--- src/rtl/uart_pkg.sv ---
// Shared constants for the 8N1 UART: status bit positions, FSM encodings, frame width.
package uart_pkg;
    localparam int DATA_BITS = 8;

    localparam int CTRL_TX_EN         = 0;
    localparam int CTRL_TX_SENDING    = 1;
    localparam int CTRL_RX_HAS_DATA   = 2;
    localparam int CTRL_RX_OVERRUN    = 3;
    localparam int CTRL_RX_FRAME_ERR  = 4;

    typedef enum logic [1:0] {R_IDLE, R_START, R_DATA, R_STOP} rx_state_t;
    typedef enum logic [1:0] {T_IDLE, T_START, T_DATA, T_STOP} tx_state_t;
endpackage

--- src/rtl/uart_transceiver_if.sv ---
// Command-FSM side bundle of the UART: serial pins, TX load/control strobes, RX byte and status.
interface uart_transceiver_if;
    import uart_pkg::*;

    logic                 uart_rxd;
    logic                 uart_txd;
    logic [DATA_BITS-1:0] tx_data;
    logic                 tx_reg_en;
    logic                 uart_tx_en;
    logic                 ctrl_reg_en;
    logic                 tx_reset;
    logic                 rx_reset;
    logic [DATA_BITS-1:0] rx_data;
    logic [7:0]           uart_ctrl_out;

    modport master (
        output uart_rxd, tx_data, tx_reg_en, uart_tx_en, ctrl_reg_en, tx_reset, rx_reset,
        input  uart_txd, rx_data, uart_ctrl_out
    );

    modport slave (
        input  uart_rxd, tx_data, tx_reg_en, uart_tx_en, ctrl_reg_en, tx_reset, rx_reset,
        output uart_txd, rx_data, uart_ctrl_out
    );
endinterface

--- src/rtl/register.sv ---
// Generic enabled register with asynchronous active-high reset to RST_VAL.
// Latency 1 cycle; no backpressure.
module register #(
    parameter int             W       = 1,
    parameter logic [W-1:0]   RST_VAL = '0
) (
    input  logic         i_clk,
    input  logic         i_rst,
    input  logic         i_en,
    input  logic [W-1:0] i_d,
    output logic [W-1:0] o_q
);
    always_ff @(posedge i_clk or posedge i_rst) begin
        if (i_rst)     o_q <= RST_VAL;
        else if (i_en) o_q <= i_d;
    end
endmodule

--- src/rtl/uart_bit_timer.sv ---
// Loadable down-counter; o_tc is high while the count sits at zero.
// A load of value V gives a terminal count V+1 cycles later; no backpressure.
module uart_bit_timer #(
    parameter int W = 2
) (
    input  logic         i_clk,
    input  logic         i_rst,
    input  logic         i_load,
    input  logic [W-1:0] i_load_val,
    output logic         o_tc
);
    logic [W-1:0] r_cnt;

    always_ff @(posedge i_clk or posedge i_rst) begin
        if (i_rst)              r_cnt <= '0;
        else if (i_load)        r_cnt <= i_load_val;
        else if (r_cnt != '0)   r_cnt <= r_cnt - W'(1);
    end

    assign o_tc = (r_cnt == '0);
endmodule

--- src/rtl/uart_transceiver.sv ---
// Full-duplex 8N1 UART: RX byte lands 3 + CLKS_PER_BIT/2 + 9*CLKS_PER_BIT cycles after the start edge;
// TX line falls 1 cycle after TX_EN is seen in idle. No backpressure: an unread RX byte blocks later ones (overrun).
module uart_transceiver
    import uart_pkg::*;
#(
    parameter int CLKS_PER_BIT = 434
) (
    input  logic clk,
    input  logic reset,
    uart_transceiver_if.slave bus
);
    localparam int            TW        = $clog2(CLKS_PER_BIT);
    localparam logic [TW-1:0] BIT_LOAD  = TW'(CLKS_PER_BIT - 1);
    localparam logic [TW-1:0] HALF_LOAD = TW'(CLKS_PER_BIT / 2 - 1);

    // ---------------- receiver ----------------
    logic                 r_rxd_s1, r_rxd_s2, r_rxd_prev;
    rx_state_t            r_rx_state, w_rx_next;
    logic [DATA_BITS-1:0] r_rx_shift, r_rx_data;
    logic [2:0]           r_rx_bit;
    logic                 r_rx_brk;
    logic [2:0]           r_rx_flags, w_rx_flags_nxt;   // {frame_err, overrun, has_data}
    logic                 w_rx_tc, w_rx_tload, w_rx_fall, w_rx_stop_ok, w_rx_stop_bad, w_rx_take;
    logic [TW-1:0]        w_rx_tval;

    always_ff @(posedge clk or posedge reset) begin
        if (reset) {r_rxd_s1, r_rxd_s2, r_rxd_prev} <= 3'b111;
        else       {r_rxd_s1, r_rxd_s2, r_rxd_prev} <= {bus.uart_rxd, r_rxd_s1, r_rxd_s2};
    end

    assign w_rx_fall  = r_rxd_prev & ~r_rxd_s2;
    assign w_rx_tload = (r_rx_state == R_IDLE) || w_rx_tc;
    assign w_rx_tval  = (r_rx_state == R_IDLE) ? HALF_LOAD : BIT_LOAD;

    uart_bit_timer #(.W(TW)) u_rx_timer (
        .i_clk(clk), .i_rst(reset), .i_load(w_rx_tload), .i_load_val(w_rx_tval), .o_tc(w_rx_tc)
    );

    always_ff @(posedge clk or posedge reset) begin
        if (reset) r_rx_state <= R_IDLE;
        else       r_rx_state <= w_rx_next;
    end

    always_comb begin
        w_rx_next = r_rx_state;
        if (bus.rx_reset) begin
            w_rx_next = R_IDLE;
        end else begin
            case (r_rx_state)
                R_IDLE:  if (w_rx_fall) w_rx_next = R_START;
                R_START: if (w_rx_tc)   w_rx_next = r_rxd_s2 ? R_IDLE : R_DATA;
                R_DATA:  if (w_rx_tc && r_rx_bit == 3'(DATA_BITS - 1)) w_rx_next = R_STOP;
                // after a bad stop bit, hold here until the line recovers
                R_STOP:  if (r_rx_brk ? r_rxd_s2 : (w_rx_tc && r_rxd_s2)) w_rx_next = R_IDLE;
            endcase
        end
    end

    always_comb begin
        w_rx_stop_ok  = (r_rx_state == R_STOP) && !r_rx_brk && w_rx_tc &&  r_rxd_s2;
        w_rx_stop_bad = (r_rx_state == R_STOP) && !r_rx_brk && w_rx_tc && !r_rxd_s2;
        w_rx_take     = w_rx_stop_ok && !r_rx_flags[0] && !bus.rx_reset;
        w_rx_flags_nxt = bus.rx_reset ? 3'b000 :
                         {r_rx_flags[2] | w_rx_stop_bad,
                          r_rx_flags[1] | (w_rx_stop_ok & r_rx_flags[0]),
                          r_rx_flags[0] | w_rx_stop_ok};
    end

    always_ff @(posedge clk or posedge reset) begin
        if (reset) begin
            r_rx_shift <= '0;
            r_rx_bit   <= '0;
            r_rx_brk   <= 1'b0;
        end else begin
            if (r_rx_state == R_START) r_rx_bit <= '0;
            if (r_rx_state == R_DATA && w_rx_tc) begin
                r_rx_shift <= {r_rxd_s2, r_rx_shift[DATA_BITS-1:1]};
                r_rx_bit   <= r_rx_bit + 3'd1;
            end
            if (bus.rx_reset || r_rx_state != R_STOP) r_rx_brk <= 1'b0;
            else if (w_rx_stop_bad)                   r_rx_brk <= 1'b1;
        end
    end

    register #(.W(3))         u_rx_flags (.i_clk(clk), .i_rst(reset), .i_en(1'b1),
                                           .i_d(w_rx_flags_nxt), .o_q(r_rx_flags));
    register #(.W(DATA_BITS)) u_rx_data  (.i_clk(clk), .i_rst(reset), .i_en(w_rx_take),
                                           .i_d(r_rx_shift), .o_q(r_rx_data));

    // ---------------- transmitter ----------------
    tx_state_t            r_tx_state, w_tx_next;
    logic [DATA_BITS-1:0] r_tx_hold, r_tx_shift;
    logic [2:0]           r_tx_bit;
    logic                 r_tx_en, w_tx_en_nxt;
    logic                 w_tx_tc, w_tx_start, w_tx_done, w_txd, w_tx_sending;

    register #(.W(DATA_BITS)) u_tx_hold (.i_clk(clk), .i_rst(reset), .i_en(bus.tx_reg_en),
                                          .i_d(bus.tx_data), .o_q(r_tx_hold));
    register #(.W(1))         u_tx_en   (.i_clk(clk), .i_rst(reset), .i_en(1'b1),
                                          .i_d(w_tx_en_nxt), .o_q(r_tx_en));

    uart_bit_timer #(.W(TW)) u_tx_timer (
        .i_clk(clk), .i_rst(reset), .i_load((r_tx_state == T_IDLE) || w_tx_tc),
        .i_load_val(BIT_LOAD), .o_tc(w_tx_tc)
    );

    always_ff @(posedge clk or posedge reset) begin
        if (reset) r_tx_state <= T_IDLE;
        else       r_tx_state <= w_tx_next;
    end

    always_comb begin
        w_tx_next = r_tx_state;
        if (bus.tx_reset) begin
            w_tx_next = T_IDLE;
        end else begin
            case (r_tx_state)
                T_IDLE:  if (r_tx_en) w_tx_next = T_START;
                T_START: if (w_tx_tc) w_tx_next = T_DATA;
                T_DATA:  if (w_tx_tc && r_tx_bit == 3'(DATA_BITS - 1)) w_tx_next = T_STOP;
                T_STOP:  if (w_tx_tc) w_tx_next = T_IDLE;
            endcase
        end
    end

    always_comb begin
        w_tx_start   = (r_tx_state == T_IDLE) && r_tx_en && !bus.tx_reset;
        w_tx_done    = (r_tx_state == T_STOP) && w_tx_tc;
        w_tx_sending = (r_tx_state != T_IDLE);
        w_txd        = 1'b1;
        if (r_tx_state == T_START)     w_txd = 1'b0;
        else if (r_tx_state == T_DATA) w_txd = r_tx_shift[0];
    end

    // a write of 1 mid-frame changes nothing; a write of 0 mid-frame lets the frame finish
    always_comb begin
        w_tx_en_nxt = r_tx_en;
        if (bus.tx_reset)
            w_tx_en_nxt = bus.ctrl_reg_en & bus.uart_tx_en;
        else if (w_tx_done)
            w_tx_en_nxt = 1'b0;
        else if (bus.ctrl_reg_en && (r_tx_state == T_IDLE || !bus.uart_tx_en))
            w_tx_en_nxt = bus.uart_tx_en;
    end

    always_ff @(posedge clk or posedge reset) begin
        if (reset) begin
            r_tx_shift <= '0;
            r_tx_bit   <= '0;
        end else if (w_tx_start) begin
            r_tx_shift <= r_tx_hold;
            r_tx_bit   <= '0;
        end else if (r_tx_state == T_DATA && w_tx_tc) begin
            r_tx_shift <= {1'b0, r_tx_shift[DATA_BITS-1:1]};
            r_tx_bit   <= r_tx_bit + 3'd1;
        end
    end

    // ---------------- outputs ----------------
    always_comb begin
        bus.uart_ctrl_out                    = '0;
        bus.uart_ctrl_out[CTRL_TX_EN]        = r_tx_en;
        bus.uart_ctrl_out[CTRL_TX_SENDING]   = w_tx_sending;
        bus.uart_ctrl_out[CTRL_RX_HAS_DATA]  = r_rx_flags[0];
        bus.uart_ctrl_out[CTRL_RX_OVERRUN]   = r_rx_flags[1];
        bus.uart_ctrl_out[CTRL_RX_FRAME_ERR] = r_rx_flags[2];
    end

    assign bus.uart_txd = w_txd;
    assign bus.rx_data  = r_rx_data;
endmodule

--- src/flat_wrapper.sv ---
// flat-port wrapper written by rule: the top's interface ports become plain ports
module uart_transceiver_flat import uart_pkg::*;
#(
    parameter int CLKS_PER_BIT = 434
)
  (clk, reset, bus_uart_rxd, bus_tx_data, bus_tx_reg_en, bus_uart_tx_en, bus_ctrl_reg_en, bus_tx_reset, bus_rx_reset, bus_uart_txd, bus_rx_data, bus_uart_ctrl_out);
  uart_transceiver_if bus_i ();
  input  logic clk;
  input  logic reset;
  input wire logic [$bits(bus_i.uart_rxd)-1:0] bus_uart_rxd;
  input wire logic [$bits(bus_i.tx_data)-1:0] bus_tx_data;
  input wire logic [$bits(bus_i.tx_reg_en)-1:0] bus_tx_reg_en;
  input wire logic [$bits(bus_i.uart_tx_en)-1:0] bus_uart_tx_en;
  input wire logic [$bits(bus_i.ctrl_reg_en)-1:0] bus_ctrl_reg_en;
  input wire logic [$bits(bus_i.tx_reset)-1:0] bus_tx_reset;
  input wire logic [$bits(bus_i.rx_reset)-1:0] bus_rx_reset;
  output wire logic [$bits(bus_i.uart_txd)-1:0] bus_uart_txd;
  output wire logic [$bits(bus_i.rx_data)-1:0] bus_rx_data;
  output wire logic [$bits(bus_i.uart_ctrl_out)-1:0] bus_uart_ctrl_out;
  assign bus_i.uart_rxd = bus_uart_rxd;
  assign bus_i.tx_data = bus_tx_data;
  assign bus_i.tx_reg_en = bus_tx_reg_en;
  assign bus_i.uart_tx_en = bus_uart_tx_en;
  assign bus_i.ctrl_reg_en = bus_ctrl_reg_en;
  assign bus_i.tx_reset = bus_tx_reset;
  assign bus_i.rx_reset = bus_rx_reset;
  assign bus_uart_txd = bus_i.uart_txd;
  assign bus_rx_data = bus_i.rx_data;
  assign bus_uart_ctrl_out = bus_i.uart_ctrl_out;
  uart_transceiver #(.CLKS_PER_BIT(CLKS_PER_BIT)) u_core (.clk(clk), .reset(reset), .bus(bus_i));
endmodule
--- config.mk ---
export PLATFORM = sky130hd
export DESIGN_NAME = uart_transceiver_flat
export DESIGN_NICKNAME = d
export VERILOG_FILES = /design/src/rtl/uart_pkg.sv /design/src/rtl/uart_transceiver_if.sv /design/src/rtl/register.sv /design/src/rtl/uart_bit_timer.sv /design/src/rtl/uart_transceiver.sv /design/src/flat_wrapper.sv
export SDC_FILE = /design/constraint.sdc
export NUM_CORES = 1
export LEC_CHECK = 0
export BUFFER_PORTS_ARGS = -buffer_cell sky130_fd_sc_hd__clkbuf_2
export CAP_MARGIN = 15
export CORE_AREA = 2 2 87 80
export CTS_BUF_LIST = sky130_fd_sc_hd__clkbuf_4
export CTS_CLUSTER_DIAMETER = 50
export CTS_CLUSTER_SIZE = 14
export DETAILED_ROUTE_END_ITERATION = 6
export DIE_AREA = 0 0 89 82
export GPL_TIMING_DRIVEN = 0
export PLACE_DENSITY_LB_ADDON = 0.3
export SYNTH_ARGS = -nofsm -noshare
export SYNTH_HDL_FRONTEND = slang
export SYNTH_SLANG_ARGS = --single-unit
--- constraint.sdc ---
create_clock -name clk -period 2.15 [get_ports clk]
set_clock_uncertainty 0.15 [all_clocks]
set_input_delay 0.1075 -clock clk [delete_from_list [all_inputs] [get_ports clk]]
set_output_delay 0.1075 -clock clk [all_outputs]
set_load 0.05 [all_outputs]
==> run_results.csv, run 1 <==
group,metric,value,unit
sta,relSlewSlack,47.1,%
worst_setup_path,crit_type,"flip-flop to flip-flop",
worst_setup_path,worstPathMaxFanout,8,
finish,synthToLayoutAreaGrowth,21.5,%
status,status,"finished clean",
route,drt-vias-per-instance,5.12,
job,drv_cap,0,
synthesis,yosys.area_share.adder,4.03,%
placed_design,dp.cells,390,
synthesis,synth-seq-area-share,54.9,%
die,dieArea,7300,µm²
global_routing,grt_remaining_overflow,0,
sta,min_period,2.03,ns
worst_setup_path,cp_data_arrival_time,2.17,ns
finish,nets,359,
worst_setup_path,crit_path_end_kind,"flip-flop",
finish,drive_gt1_share,26.9,%
synthesis,syn_avg_cell_area,11.5,µm²
global_routing,track_usage,16.5,%
sta,min_period_over_period,94.6,%
route,wire_per_inst,12.6,µm
placed_design,dpl_cell_area,3360,µm²
pwr,finalPower,3.16,mW
finish,post-route-util,58.5,%
synthesis,yosys_most_used_dff,"dfrtp_1",
sta,drv_slew,0,
die,start_util,48.2,%
cts,cts_sinks,68,
synthesis,ys_types,43,
route,dr.pass1.iters,4,
cts,clockRootBuffer,"clkbuf_4",
worst_hold_path,min_path_cells,2,
die,die_w,89,µm
route,vias,2191,
sta,worstMarginPinSlew,0.793,ns
route,ant_nets,0,
pwr,peakVddDrop,0.525,mV
sta,tns,0,ns
worst_setup_path,rr_worst_depth,5,
synthesis,synth_edf_count,0,
cts,cts_tree,"done",
finish,antenna_cells,0,
route,drc,0,
synthesis,synth_area,3110,µm²
placed_design,dp_hpwl,3540,µm
die,pin_count,33,
global_routing,antenna_found_initial,0,
global_routing,grt_pass1_wl,9300,µm
synthesis,async_reset_ff_share,100,%
sta,hold_viol,0,
die,core-area,6450,µm²
placed_design,dpl_worst_slack,-0.0349,ns
cts,cts_buffers,9,
cts,clockBufferDepth,2,
sta,whs,0.0689,ns
placed_design,port_buffers,27,
synthesis,synth_cells,271,
worst_setup_path,worst_setup_path_start_kind,"flip-flop",
synthesis,ys_warn_count,0,
synthesis,synth-xor-area-share,2.82,%
worst_hold_path,hp-class,"primary input to flip-flop",
sta,setup_slack,0.116,ns
synthesis,synth_top_family_by_area,"simple AND/OR/NAND/NOR gates",
synthesis,ys_ff_latch,68,
global_routing,grt_max_degree,69,
synthesis,synth_mux_area_share,10.9,%
finish,fill_cells,534,
die,rows,28,
cts,cts.reportedPaths.clkPinSlew,0.12,ns
synthesis,synth-simple-area-share,15.1,%
die,die_h,82,µm
cts,insertion_delay,0.40,ns
route,dr.first_iter.drc_count,110,
worst_setup_path,required,2.28,ns
pwr,static-leakage-power,1.80,nW
global_routing,grt_pass1_vias,2173,
sta,setup_violations,0,
finish,fin_cells,428,
synthesis,synth-compound-area-share,7.70,%
finish,fin_area,3770,µm²
sta,fmax,492,MHz
placed_design,place.gp.congestion,0.781,
pwr,p_per_area,838,nW/µm²
cts,htreeDepth,3,
route,wl,5390,µm
## cells in the mapped netlist, drive strengths merged (2+ instances only)
cell | number | area [µm²]
buf | 8 | 57.6
nand4 | 3 | 40.0
nor4 | 5 | 61.3
or3 | 4 | 25.0
a21oi | 19 | 95.1
nor2 | 25 | 93.8
dfrtp | 65 | 1630
o21ai | 12 | 60.1
nand3 | 5 | 25.0
xnor2 | 6 | 52.6
mux2i | 9 | 90.1
ha | 10 | 125
mux2 | 22 | 248
clkbuf | 4 | 15.0
nand2b | 2 | 12.5
nand2 | 11 | 41.3
xor2 | 4 | 35.0
a31oi | 5 | 31.3
dfstp | 3 | 78.8
nor3 | 8 | 40.0
o22ai | 2 | 12.5
and3 | 5 | 31.3
inv | 17 | 63.8
or4 | 3 | 22.5
nor3b | 2 | 15.0
## layer usage
layer	global-route usage (%)	wire (µm)
met5	0	0
met4	9.10	110
met3	3.52	153
met2	25.4	2610
met1	21.6	2520
## cells in the final DEF (no fill, tap or decap), drive strengths merged, types with 10 or more instances in the layout
cell,count
dfrtp,65
clkbuf,40
mux2,22
nand2,11
o21ai,12
buf,15
nor2,25
inv,18
dlygate4sd3,16
a21oi,19
ha,10
## cells by family after synthesis
family	count (synthesis)
other	1
AOI/OAI and AO/OA	43
and+or+nand+nor	79
muxes	31
adders and majority gates	10
buffers and inverters	29
DFF	68
xor gates and xnor gates	10
## sequential cells by signal, indices dropped and copies added, names as in the netlist, 2 cells and up
register / count
u_core.u_rx_flags.o_q: 3
u_core.u_tx_timer.r_cnt: 9
u_core.r_rx_state: 2
u_core.u_rx_data.o_q: 8
u_core.r_tx_state: 2
u_core.r_tx_shift: 8
u_core.r_tx_bit: 3
u_core.u_rx_timer.r_cnt: 9
u_core.r_rx_bit: 3
u_core.u_tx_hold.o_q: 8
u_core.r_rx_shift: 8
## worst max-delay path, cell delays in order, from the launching register on
cell,delay (ns)
dfrtp_1,0.46
nor4_4,0.45
and2_1,0.21
buf_6,0.13
nand4_4,0.16
mux2_4,0.35
## power breakdown
part | switching, mW | internal, mW
Sequential | 0.132 | 1.43
Combinational | 0.379 | 0.283
Clock | 0.455 | 0.485
Total | 0.965 | 2.20
## area by class of cell
cell class,count,area [µm²],area share (%)
clock buffer,10,75.1,1.99
inverter,17,66.3,1.76
timing repair buffer,50,348,9.22
multi-input combinational,176,1310,34.6
sequential,68,1710,45.2
buffer,11,71.3,1.89
clock inverter,6,87.6,2.32
tap,90,113,2.98
## final timing paths
path	end	slack, ns	startpoint
max in group asynchronous	u_core.r_rx_brk	1.08	reset
hold reg to reg	u_core.r_rxd_s2	0.21	u_core.r_rxd_s1
min in group asynchronous	u_core.r_tx_shift[3]	0.26	reset
hold / removal	u_core.u_tx_hold.o_q[4]	0.07	bus_tx_reg_en
setup / recovery	u_core.u_rx_data.o_q[2]	0.12	u_core.u_rx_timer.r_cnt[6]
setup reg to reg	u_core.u_rx_data.o_q[2]	0.12	u_core.u_rx_timer.r_cnt[6]
## repair_timing
item | CTS | global route
gates resized for setup | 3 | 7
setup buffers | 0 | 7
endpoints found under the setup margin | 15 | 19
pin swaps | 2 | 0
hold endpoints to repair | 83 | 0
hold buffers | 16 | 0
Power figures use the tool's default switching activity.
==> run 2, diff against run 1 <==
--- a/config.mk
+++ b/config.mk
@@ -15,6 +15,7 @@
 export DIE_AREA = 0 0 89 82
 export GPL_TIMING_DRIVEN = 0
 export PLACE_DENSITY_LB_ADDON = 0.3
+export REMOVE_ABC_BUFFERS = 1
 export SYNTH_ARGS = -nofsm -noshare
 export SYNTH_HDL_FRONTEND = slang
 export SYNTH_SLANG_ARGS = --single-unit
==> run_results.csv, run 2 (same netlist as run 1, synthesis figures left out) <==
group,metric,value,unit
worst_setup_path,critPathLaunch,"u_core.u_rx_timer.r_cnt[0]",
worst_hold_path,min_path_cells,2,
cts,cts_sinks,68,
finish,fill_cells,567,
worst_setup_path,r2r-start,"u_core.u_rx_timer.r_cnt[0]",
route,wl,5740,µm
placed_design,dp.cells,380,
die,die_w,89,µm
global_routing,grt_max_degree,69,
global_routing,antenna_found_initial,0,
worst_setup_path,rr_worst_depth,6,
worst_setup_path,crit_path_end_kind,"flip-flop",
die,core-area,6450,µm²
placed_design,dp_hpwl,3670,µm
placed_design,port_buffers,29,
route,vias,2164,
worst_hold_path,hp-class,"primary input to flip-flop",
worst_hold_path,min_to,"u_core.r_rxd_s1",
cts,cts.reportedPaths.clkPinSlew,0.10,ns
route,drc,0,
route,drt-vias-per-instance,5.12,
worst_setup_path,reg2reg_to,"u_core.u_rx_data.o_q[6]",
sta,setup_violations,0,
worst_setup_path,crit_type,"flip-flop to flip-flop",
finish,drive_gt1_share,25.5,%
sta,rsz0062_at_grt,"yes",
cts,insertion_delay,0.40,ns
die,dieArea,7300,µm²
global_routing,grt_remaining_overflow,0,
finish,multi_input_area,1300,µm²
sta,tns,0,ns
finish,final_cell_mix,"dfrtp_1, clkbuf_2, nor2_1",
route,ant_nets,0,
finish,synthToLayoutAreaGrowth,20.1,%
worst_hold_path,hp-start,"bus_uart_rxd",
route,wire_per_inst,13.6,µm
finish,antenna_cells,0,
sta,relSlewSlack,46.5,%
die,start_util,48.2,%
die,pin_count,33,
die,rows,28,
route,dr.first_iter.drc_count,92,
worst_setup_path,required,2.29,ns
pwr,peakVddDrop,0.645,mV
cts,htreeDepth,3,
placed_design,place.gp.congestion,0.800,
worst_setup_path,rrSetupSlack,0.09,ns
finish,top_regs,"u_core.u_rx_timer.r_cnt (9), u_core.u_tx_timer.r_cnt (9)",
job,drv_cap,0,
die,die_h,82,µm
sta,fmax,487,MHz
pwr,static-leakage-power,1.77,nW
status,status,"finished clean",
cts,cts_buffers,9,
sta,drv_slew,0,
global_routing,track_usage,18.1,%
finish,nets,354,
sta,min_period,2.06,ns
sta,min_period_over_period,95.6,%
worst_setup_path,worstPathMaxFanout,8,
sta,worstMarginPinSlew,0.802,ns
global_routing,grt_pass1_wl,9890,µm
cts,clockBufferDepth,2,
worst_setup_path,cp_data_arrival_time,2.20,ns
cts,clockRootBuffer,"clkbuf_4",
global_routing,grt_pass1_vias,2175,
worst_setup_path,worst_setup_path_start_kind,"flip-flop",
pwr,p_per_area,815,nW/µm²
finish,final_common_cell,"dfrtp_1",
cts,cts_tree,"done",
finish,fin_cells,423,
sta,hold_viol,0,
route,dr.pass1.iters,4,
finish,seq_area,1710,µm²
finish,post-route-util,57.9,%
[run 2: cell types whose count changed in the layout (fill, tap and decap cells not counted), sizes merged]
cell and change:
inv -1, clkinv +3, clkinvlp -1, bufinv -1, dlygate4sd3 +7, buf -11
clkbuf -1
[run 2: cell type report]
cell class                 count  area share, %
tap                           90           3.02
inverter                      17           1.78
multi-input combinational    176           34.9
timing repair buffer          56           10.9
clock inverter                 6           1.74
clock buffer                  10           2.01
sequential                    68           45.7
[run 2: per-stage QoR]
stage	total power [mW]	cell area (µm²)	setup slack, ns	hold slack, ns
2_1_floorplan	2.03	3040	0.00506	-0.0380
3_3_place_gp	2.16	3300	-0.632	0.0460
3_5_place_dp	2.19	3300	-0.396	0.0463
4_1_cts	3.06	3690	0.0202	0.146
5_1_grt	3.26	3730	-0.0399	0.138
6_report	3.04	3730	0.0946	0.183
[run 2: critical path, cell delays in order, from the launching register on]
cell	delay (ns)
dfrtp_1	0.41
inv_1	0.07
ha_2	0.20
nor4b_4	0.36
and2_4	0.25
nand4_4	0.19
mux2_2	0.32
[run 2: power breakdown]
part	leakage (nW)	total, mW	internal (mW)	switching (mW)
Clock	0.0763	0.813	0.367	0.446
Combinational	0.843	0.663	0.277	0.386
Sequential	0.847	1.57	1.43	0.137
Total	1.77	3.04	2.07	0.969
[run 2: worst max-delay path by stage]
stage	to	cells past startpoint	slack (ns)
after floorplan	u_core.r_tx_shift[0]	6	0.005
after global placement	u_core.u_tx_timer.r_cnt[2]	2	-0.63
after detailed placement	u_core.r_tx_shift[1]	6	-0.40
after CTS	u_core.r_rx_shift[6]	5	0.02
after global routing	u_core.u_rx_data.o_q[6]	6	-0.04
final	u_core.u_rx_data.o_q[6]	6	0.09
[run 2: timing repair]
action / in CTS / in global routing
cloned: 0 / 0
gates resized for setup: 3 / 4
pin swaps: 1 / 1
hold buffers: 23 / 0
setup buffers: 2 / 2
hold endpoints to repair: 83 / 0
endpoints found under the setup margin: 20 / 22
[run 2: routing by layer]
layer  wire (µm)  vias to the layer above  part of all wire [%]  track usage [%]
met3         257                       11                   4.5             6.93
met1        2520                     1053                    44             21.8
met5           0                        -                     0                0
li1            -                     1054                     -                -
met4          94                        0                   1.6             6.12
met2        2870                       46                    50             30.0
